$ cat src/rtl/voting_machine.sv
// Four-candidate booth vote counter: debounced one-vote-per-press counting in voting mode, tally display in result mode.
// Optional macro VOTING_TOTAL_EN: result mode with candidate 4'b0000 shows the saturated sum of all four tallies.
module voting_machine #(
   parameter int HOLD_CYCLES = 2
) (
   input  logic       clk,
   input  logic       reset,
   input  logic [3:0] candidate,
   input  logic       mode,
   input  logic       button,
   output logic [7:0] led_1,
   output logic [7:0] led_2
);

   localparam int HW = (HOLD_CYCLES < 2) ? 1 : $clog2(HOLD_CYCLES);
   localparam logic [HW-1:0] HOLD_LAST = HW'(HOLD_CYCLES - 1);

   logic [3:0][7:0] cnt_q, cnt_d;
   logic [HW-1:0]   hold_q, hold_d;
   logic            voted_q, voted_d;
   logic            lock_q, lock_d;
   logic [3:0]      cand_prev_q, cand_prev_d;
   logic [7:0]      led_1_q, led_1_d;
   logic [7:0]      led_2_q, led_2_d;
   logic            cand_ok;

   function automatic logic [7:0] sat_inc(input logic [7:0] v);
      return (v == 8'hFF) ? v : v + 8'd1;
   endfunction

   function automatic logic is_one_hot(input logic [3:0] c);
      return (c != 4'd0) && ((c & (c - 4'd1)) == 4'd0);
   endfunction

`ifdef VOTING_TOTAL_EN
   function automatic logic [7:0] sat_total(input logic [3:0][7:0] c);
      logic [9:0] sum;
      sum = {2'b00, c[0]} + {2'b00, c[1]} + {2'b00, c[2]} + {2'b00, c[3]};
      return (sum > 10'd255) ? 8'hFF : sum[7:0];
   endfunction
`endif

   assign cand_ok = is_one_hot(candidate);

   always_comb begin
      cnt_d       = cnt_q;
      hold_d      = '0;
      voted_d     = voted_q;
      lock_d      = lock_q;
      cand_prev_d = candidate;
      led_1_d     = 8'h00;
      led_2_d     = 8'h00;
      if (mode) begin
         // A button held across a mode change must be released before it can vote again.
         voted_d = 1'b0;
         lock_d  = button;
         for (int i = 0; i < 4; i++) begin
            if (candidate == (4'b0001 << i)) begin
               led_2_d = cnt_q[i];
            end
         end
`ifdef VOTING_TOTAL_EN
         if (candidate == 4'b0000) begin
            led_2_d = sat_total(cnt_q);
         end
`endif
      end else begin
         if (!button) begin
            voted_d = 1'b0;
            lock_d  = 1'b0;
         end else if (cand_ok && (candidate == cand_prev_q) && !voted_q && !lock_q) begin
            if (hold_q == HOLD_LAST) begin
               for (int i = 0; i < 4; i++) begin
                  if (candidate[i]) begin
                     cnt_d[i] = sat_inc(cnt_q[i]);
                  end
               end
               voted_d = 1'b1;
            end else begin
               hold_d = hold_q + HW'(1);
            end
         end
         led_1_d = voted_d ? 8'hFF : 8'h00;
      end
   end

   // Lock is set out of reset so a press interrupted by reset never counts.
   always_ff @(posedge clk) begin
      if (reset) begin
         cnt_q       <= '0;
         hold_q      <= '0;
         voted_q     <= 1'b0;
         lock_q      <= 1'b1;
         cand_prev_q <= 4'd0;
         led_1_q     <= 8'h00;
         led_2_q     <= 8'h00;
      end else begin
         cnt_q       <= cnt_d;
         hold_q      <= hold_d;
         voted_q     <= voted_d;
         lock_q      <= lock_d;
         cand_prev_q <= cand_prev_d;
         led_1_q     <= led_1_d;
         led_2_q     <= led_2_d;
      end
   end

   assign led_1 = led_1_q;
   assign led_2 = led_2_q;

endmodule

$ cat config.mk
export PLATFORM = sky130hd
export DESIGN_NAME = voting_machine
export DESIGN_NICKNAME = d
export VERILOG_FILES = /design/src/rtl/voting_machine.sv
export SDC_FILE = /design/constraint.sdc
export NUM_CORES = 1
export LEC_CHECK = 0
export CORE_MARGIN = 2
export CORE_UTILIZATION = 35
export CTS_CLUSTER_SIZE = 14
export DETAILED_ROUTE_END_ITERATION = 12
export PLACE_DENSITY_LB_ADDON = 0.1
export SYNTH_ARGS = -nofsm -noshare
export SYNTH_HDL_FRONTEND = slang
export SYNTH_SLANG_ARGS = --single-unit
$ cat constraint.sdc
create_clock -name clk -period 2.25 [get_ports clk]
set_input_delay 0.45 -clock clk [delete_from_list [all_inputs] [get_ports clk]]
set_output_delay 0.45 -clock clk [all_outputs]
set_load 0.01 [all_outputs]
; Word-level counts from Yosys, hierarchy flattened
; Index checks and enable logic that the tools add are counted.
[word_totals]
memories = 0
ramBits = 0
inputBits = 8
output_inout_bits = 16
reg_bits = 55
mem_bits_ro = 0
wordCells = 60
latch_bits = 0
[op_classes]
bitwise_logic = 8
n_shift = 0
order_cmp = 0
addsub = 6
n_eq_ne = 10
n_reduce_logical = 15
multipliers = 0
n_div = 0
muxes = 11
[op_table]
columns = op, n
row1 = 8-bit two-way mux, 5
row2 = 8-bit by 1-bit adder with 8-bit output (second input constant), 4
row3 = 8-bit == test (second input constant), 4
row4 = 6-bit AND reduction, 4
row5 = 1-bit inverter, 7
row6 = 1-bit two-way mux, 6
row7 = 5-bit OR reduction, 1
row8 = 4-bit bitwise AND, 1
row9 = 4-bit by 1-bit == test with 1-bit output (second input constant), 1
row10 = 4-bit by 2-bit == test with 1-bit output (second input constant), 1
row11 = 4-bit by 3-bit == test with 1-bit output (second input constant), 1
row12 = 4-bit == test, 1
row13 = 4-bit == test (second input constant), 1
row14 = 1-bit logical AND, 4
row15 = 4-bit logical NOT, 1
row16 = 4-bit nonzero test, 1
row17 = 2-bit OR reduction, 2
row18 = 4-bit by 1-bit subtractor with 4-bit output (second input constant), 1
row19 = 1-bit logical NOT, 2
row20 = 2-bit inequality test (second input constant), 1
row21 = 1-bit adder (second input constant), 1

; Depth between registers and ports, before layout
[depth]
ltp_word = 11
mapped_depth = 9

; Least setup slack after synthesis
; OpenSTA, ideal clock, no wires.
[synth_timing]
kind = input-to-reg
from = input port candidate[2]
to = register cnt_q[30] in the netlist's numbering
setup_slack_ns = 0.187
arrival_time_ns = 1.948
path_stages = 9
setup_time_ns = 0.115
path_cell_list = buf_6 -> nor2b_2 -> buf_4 -> nand2_2 -> a211oi_4 -> o211ai_1 -> buf_2 -> o31a_1 -> o21ba_2
[synth_via]
elab_chain_len = 8
elab_cells_between_ends = 10
[synth_rtl]
columns = element, line_no
row1 = "start, declared", 8  ; input logic [3:0] candidate,
row2 = 4-bit by 1-bit subtractor with 4-bit output, 32  ; return (c != 4'd0) && ((c & (c - 4'd1)) == 4'd0);
row3 = 4-bit bitwise AND, 32
row4 = 4-bit logical NOT, 32
row5 = 1-bit logical AND, 32
row6 = 1-bit logical AND (*) (3 in series), 71  ; end else if (cand_ok && (candidate == cand_prev_q) && !voted_q && !lock_q) begin
row7 = 6-bit AND reduction (no line) (*), n/a
row8 = "end signal, assigned", 98  ; cnt_q <= cnt_d;
row9 = "end, declared", 18  ; logic [3:0][7:0] cnt_q, cnt_d;
; Every way passes the cells marked *; elsewhere a longest branch is shown, timed or not.
; A chain may end at the register's enable or synchronous reset.

; Worst setup path after layout
[layout_timing]
from = input port candidate[1]
to = register cnt_q[19] in the netlist's numbering
; The elaborated chain is that of the path after synthesis.

==> flow_summary.ini <==
[power]
power.static_leakage_nw = 1.04
total_power_of_the_final_layout_mw = 1.69
ir_worst_vdd_uv = 290
power_density_nw_per_um2 = 565

[yosys]
synth_compound_area_frac = 0.242
ys_async_sr_fraction = 0
synth.yosys.seq_area_share = 0.397
ys.flop_type = sky130_fd_sc_hd__dfxtp_1
post_synth_instance_area_um2 = 2370
synthCells = 261
post_synth_num_cell_types = 48
avg_cell_area_syn_um2 = 9.07
combinational_family_with_the_most_area_after_synthesis = compound AO/OA/AOI/OAI gates
synthAdderAreaFrac = 0.0211
synth_enable_flop_cells = 0
synth.mux.area_fraction = 0.0217
synth.ff_latch_count = 47
post_synth_and_or_nand_nor_area_fraction = 0.233
postSynthNetCount = 273
yosys_warnings = 0
synth_xor_area_frac = 0.0148

[worst_setup_path]
timing.critical_path.to_type = flop
cp_top_family = buffers and inverters
critical_path_arrival_ns = 2.43
critical_path.startpoint_type = input port
delay_contributed_by_the_slowest_stage_of_the_critical_path_ns = 0.51
category_of_the_critical_setup_timing_path = in -> reg
critical_path_required_ns = 2.49
critical-path-slowest-cell = sky130_fd_sc_hd__clkdlybuf4s50_1
worst-path-buf-inv = 3
timing.critical_path.fanout_max = 6
timing.critical_path.cells = clkdlybuf4s50_1, nor2b_4, nand2_2, a211oi_4, buf_6, o2111ai_4, buf_4, or3_1, a21oi_2

[sta]
fmaxAchievable_ghz = 0.457
clock_skew_ns = 0.00870
timing.final.crit_share = 0.972
finalCriticalPeriod_ns = 2.19
maxSlewHeadroom = 0.469
finalSetupTns_ns = 0
finalSetupViolations = 0
tightest_slew_ns = 0.790
timing.final.hold_violations = 0
max_slew_violation_count = 0
fin_ws_ns = 0.0624
fin_hold_ws_ns = 0.503

[clocking]
clock_insertion_delay_worst_skew_ns = 0.31
tritoncts = built
cts_made_buffers = 5
numClockSinks = 47
cts.reportedPaths.clkPinSlew_ns = 0.09
cts_hold_buffers = 0
clock_tree.root_cell = sky130_fd_sc_hd__clkbuf_8
htreeDepth = 2
clock_tree.buffer_depth = 2

[grt]
maximum_number_of_pins_on_one_net_before_global_route_repair = 31
antenna_found_initial = 0
grt_overflow_total = 0
wire_length_of_the_first_global_routing_pass_mm = 9.19
grt_util_all_layers = 0.155
grt_pass1_vias = 1942

[cells_and_area]
n_fill_cell = 634
layoutNonFillerInstCount = 378
n_antenna_cell = 0
layout-area-overhead-vs-synth_pct = 26.4
area_taken_by_multi_input_logic_gates_um2 = 1310
final_common_cell = sky130_fd_sc_hd__dfxtp_1
drive_gt1_frac = 0.186
fin_nets = 312
seqCellArea_um2 = 941
most-common-layout-cells = sky130_fd_sc_hd__dfxtp_1, sky130_fd_sc_hd__buf_4, sky130_fd_sc_hd__nor2_1
final_design_area_no_fill_um2 = 2990
postLayoutCoreUtil = 0.463

[run]
maxCapViolCount = 0

[floorplan]
start_util = 0.367
coreArea_um2 = 6460
num_io_pins = 24
design.die.area_um2 = 7440
dieHeight_um = 86.2
row_count = 29
die_x_um = 86.2

[drt]
first_iter_violations = 174
drt_pre_antenna_iters = 5
drt-wirelength-per-cell_um = 14.8
routed_wirelength_mm = 5.59
vias = 2128
antenna_violating_nets_post_route = 0
route.detailed.vias_per_inst = 5.63
drt_drc_violations_left = 0

[place]
placedInstanceArea_um2 = 2750
final_weighted_congestion_in_routability_driven_placement = 0.794
port_buffers = 23
preCtsSetupSlack_ns = -0.497
placedCellCount = 364
hpwlAfterDp_mm = 3.98

[run_status]
outcome = finished clean

[min_path]
worst_hold_check_path_type = reg -> reg
-- cell families after synthesis --
family	Yosys count
compound gates	77
xor+xnor	4
fa+ha+maj	4
buf+inv	28
flops	47
mux	5
simple gates	96
-- final timing paths --
path | from | endpoint | slack (ns) | cells past startpoint
max | candidate[1] | cnt_q[19] | 0.06 | 9
max reg2reg | cand_prev_q[3] | cnt_q[31] | 0.17 | 7
min reg2reg | lock_q | lock_q | 0.50 | 2
min | lock_q | lock_q | 0.50 | 2
-- layout make-up --
class,instances,area share
well taps,77,0.0322
repair buffers,53,0.161
clock inverters,3,0.0226
inverters,7,0.00878
multi-input cells,186,0.439
clock buffers,5,0.0230
flip-flops and latches,47,0.314
-- sequential cells by signal, indices dropped and copies added, names as in the netlist --
name and cells:
cnt_q 32, led_2 8, cand_prev_q 4, hold_q 1, led_1 1, lock_q 1
-- worst register-to-register path: cells and delay by family (launching register included) --
kind	cells	cell delay, ns
simple gates	1	0.06
flops	1	0.48
compound gates	5	1.26
buf+inv	1	0.18
-- report_power, final --
group | total, mW | leakage, nW | internal, mW | switching [mW]
registers | 0.841 | 0.380 | 0.836 | 0.00455
logic | 0.107 | 0.594 | 0.0505 | 0.0561
clock network | 0.743 | 0.0644 | 0.443 | 0.300
total | 1.69 | 1.04 | 1.33 | 0.360
-- per-layer routing --
layer  GRT usage  share of wire  up-vias  routed length, µm
li1            -              -     1059                  -
met1       0.205           0.48     1014               2700
met2       0.254           0.47       47               2600
met3      0.0314          0.038        8                213
met4      0.0511          0.013        0                 73
met5           0              0        -                  0
-- repair_timing --
| item | 4_1_cts | 5_1_grt |
|---|---|---|
| pin swaps | 3 | 4 |
| buffers inserted | 2 | 4 |
| endpoints found under the setup margin | 23 | 16 |
| gates resized for setup | 7 | 8 |
-- synth_stat cells (all sizes together), types with 2 or more instances --
cell type  instances  area, µm²
a222oi             8       80.1
a21oi             18       90.1
nor4b              4       50.1
inv                7       26.3
nand2              9       36.3
ha                 4       50.1
buf               16        120
o21ba              4       40.0
nor2b              8       60.1
clkbuf             5       18.8
mux2i              4       40.0
o31a               4       35.0
or4                5       37.5
nand2b             3       18.8
a22o               8       70.1
nor4               4       25.0
nand3             13       65.1
xor2               4       35.0
nand4              5       31.3
a41oi              2       17.5
and3               2       12.5
o2111ai            3       45.0
nor2              23       86.3
or3               14       87.6
dfxtp             47        941
o31ai              5       37.5
o21ai             19       95.1
Power figures use the tool's default switching activity.
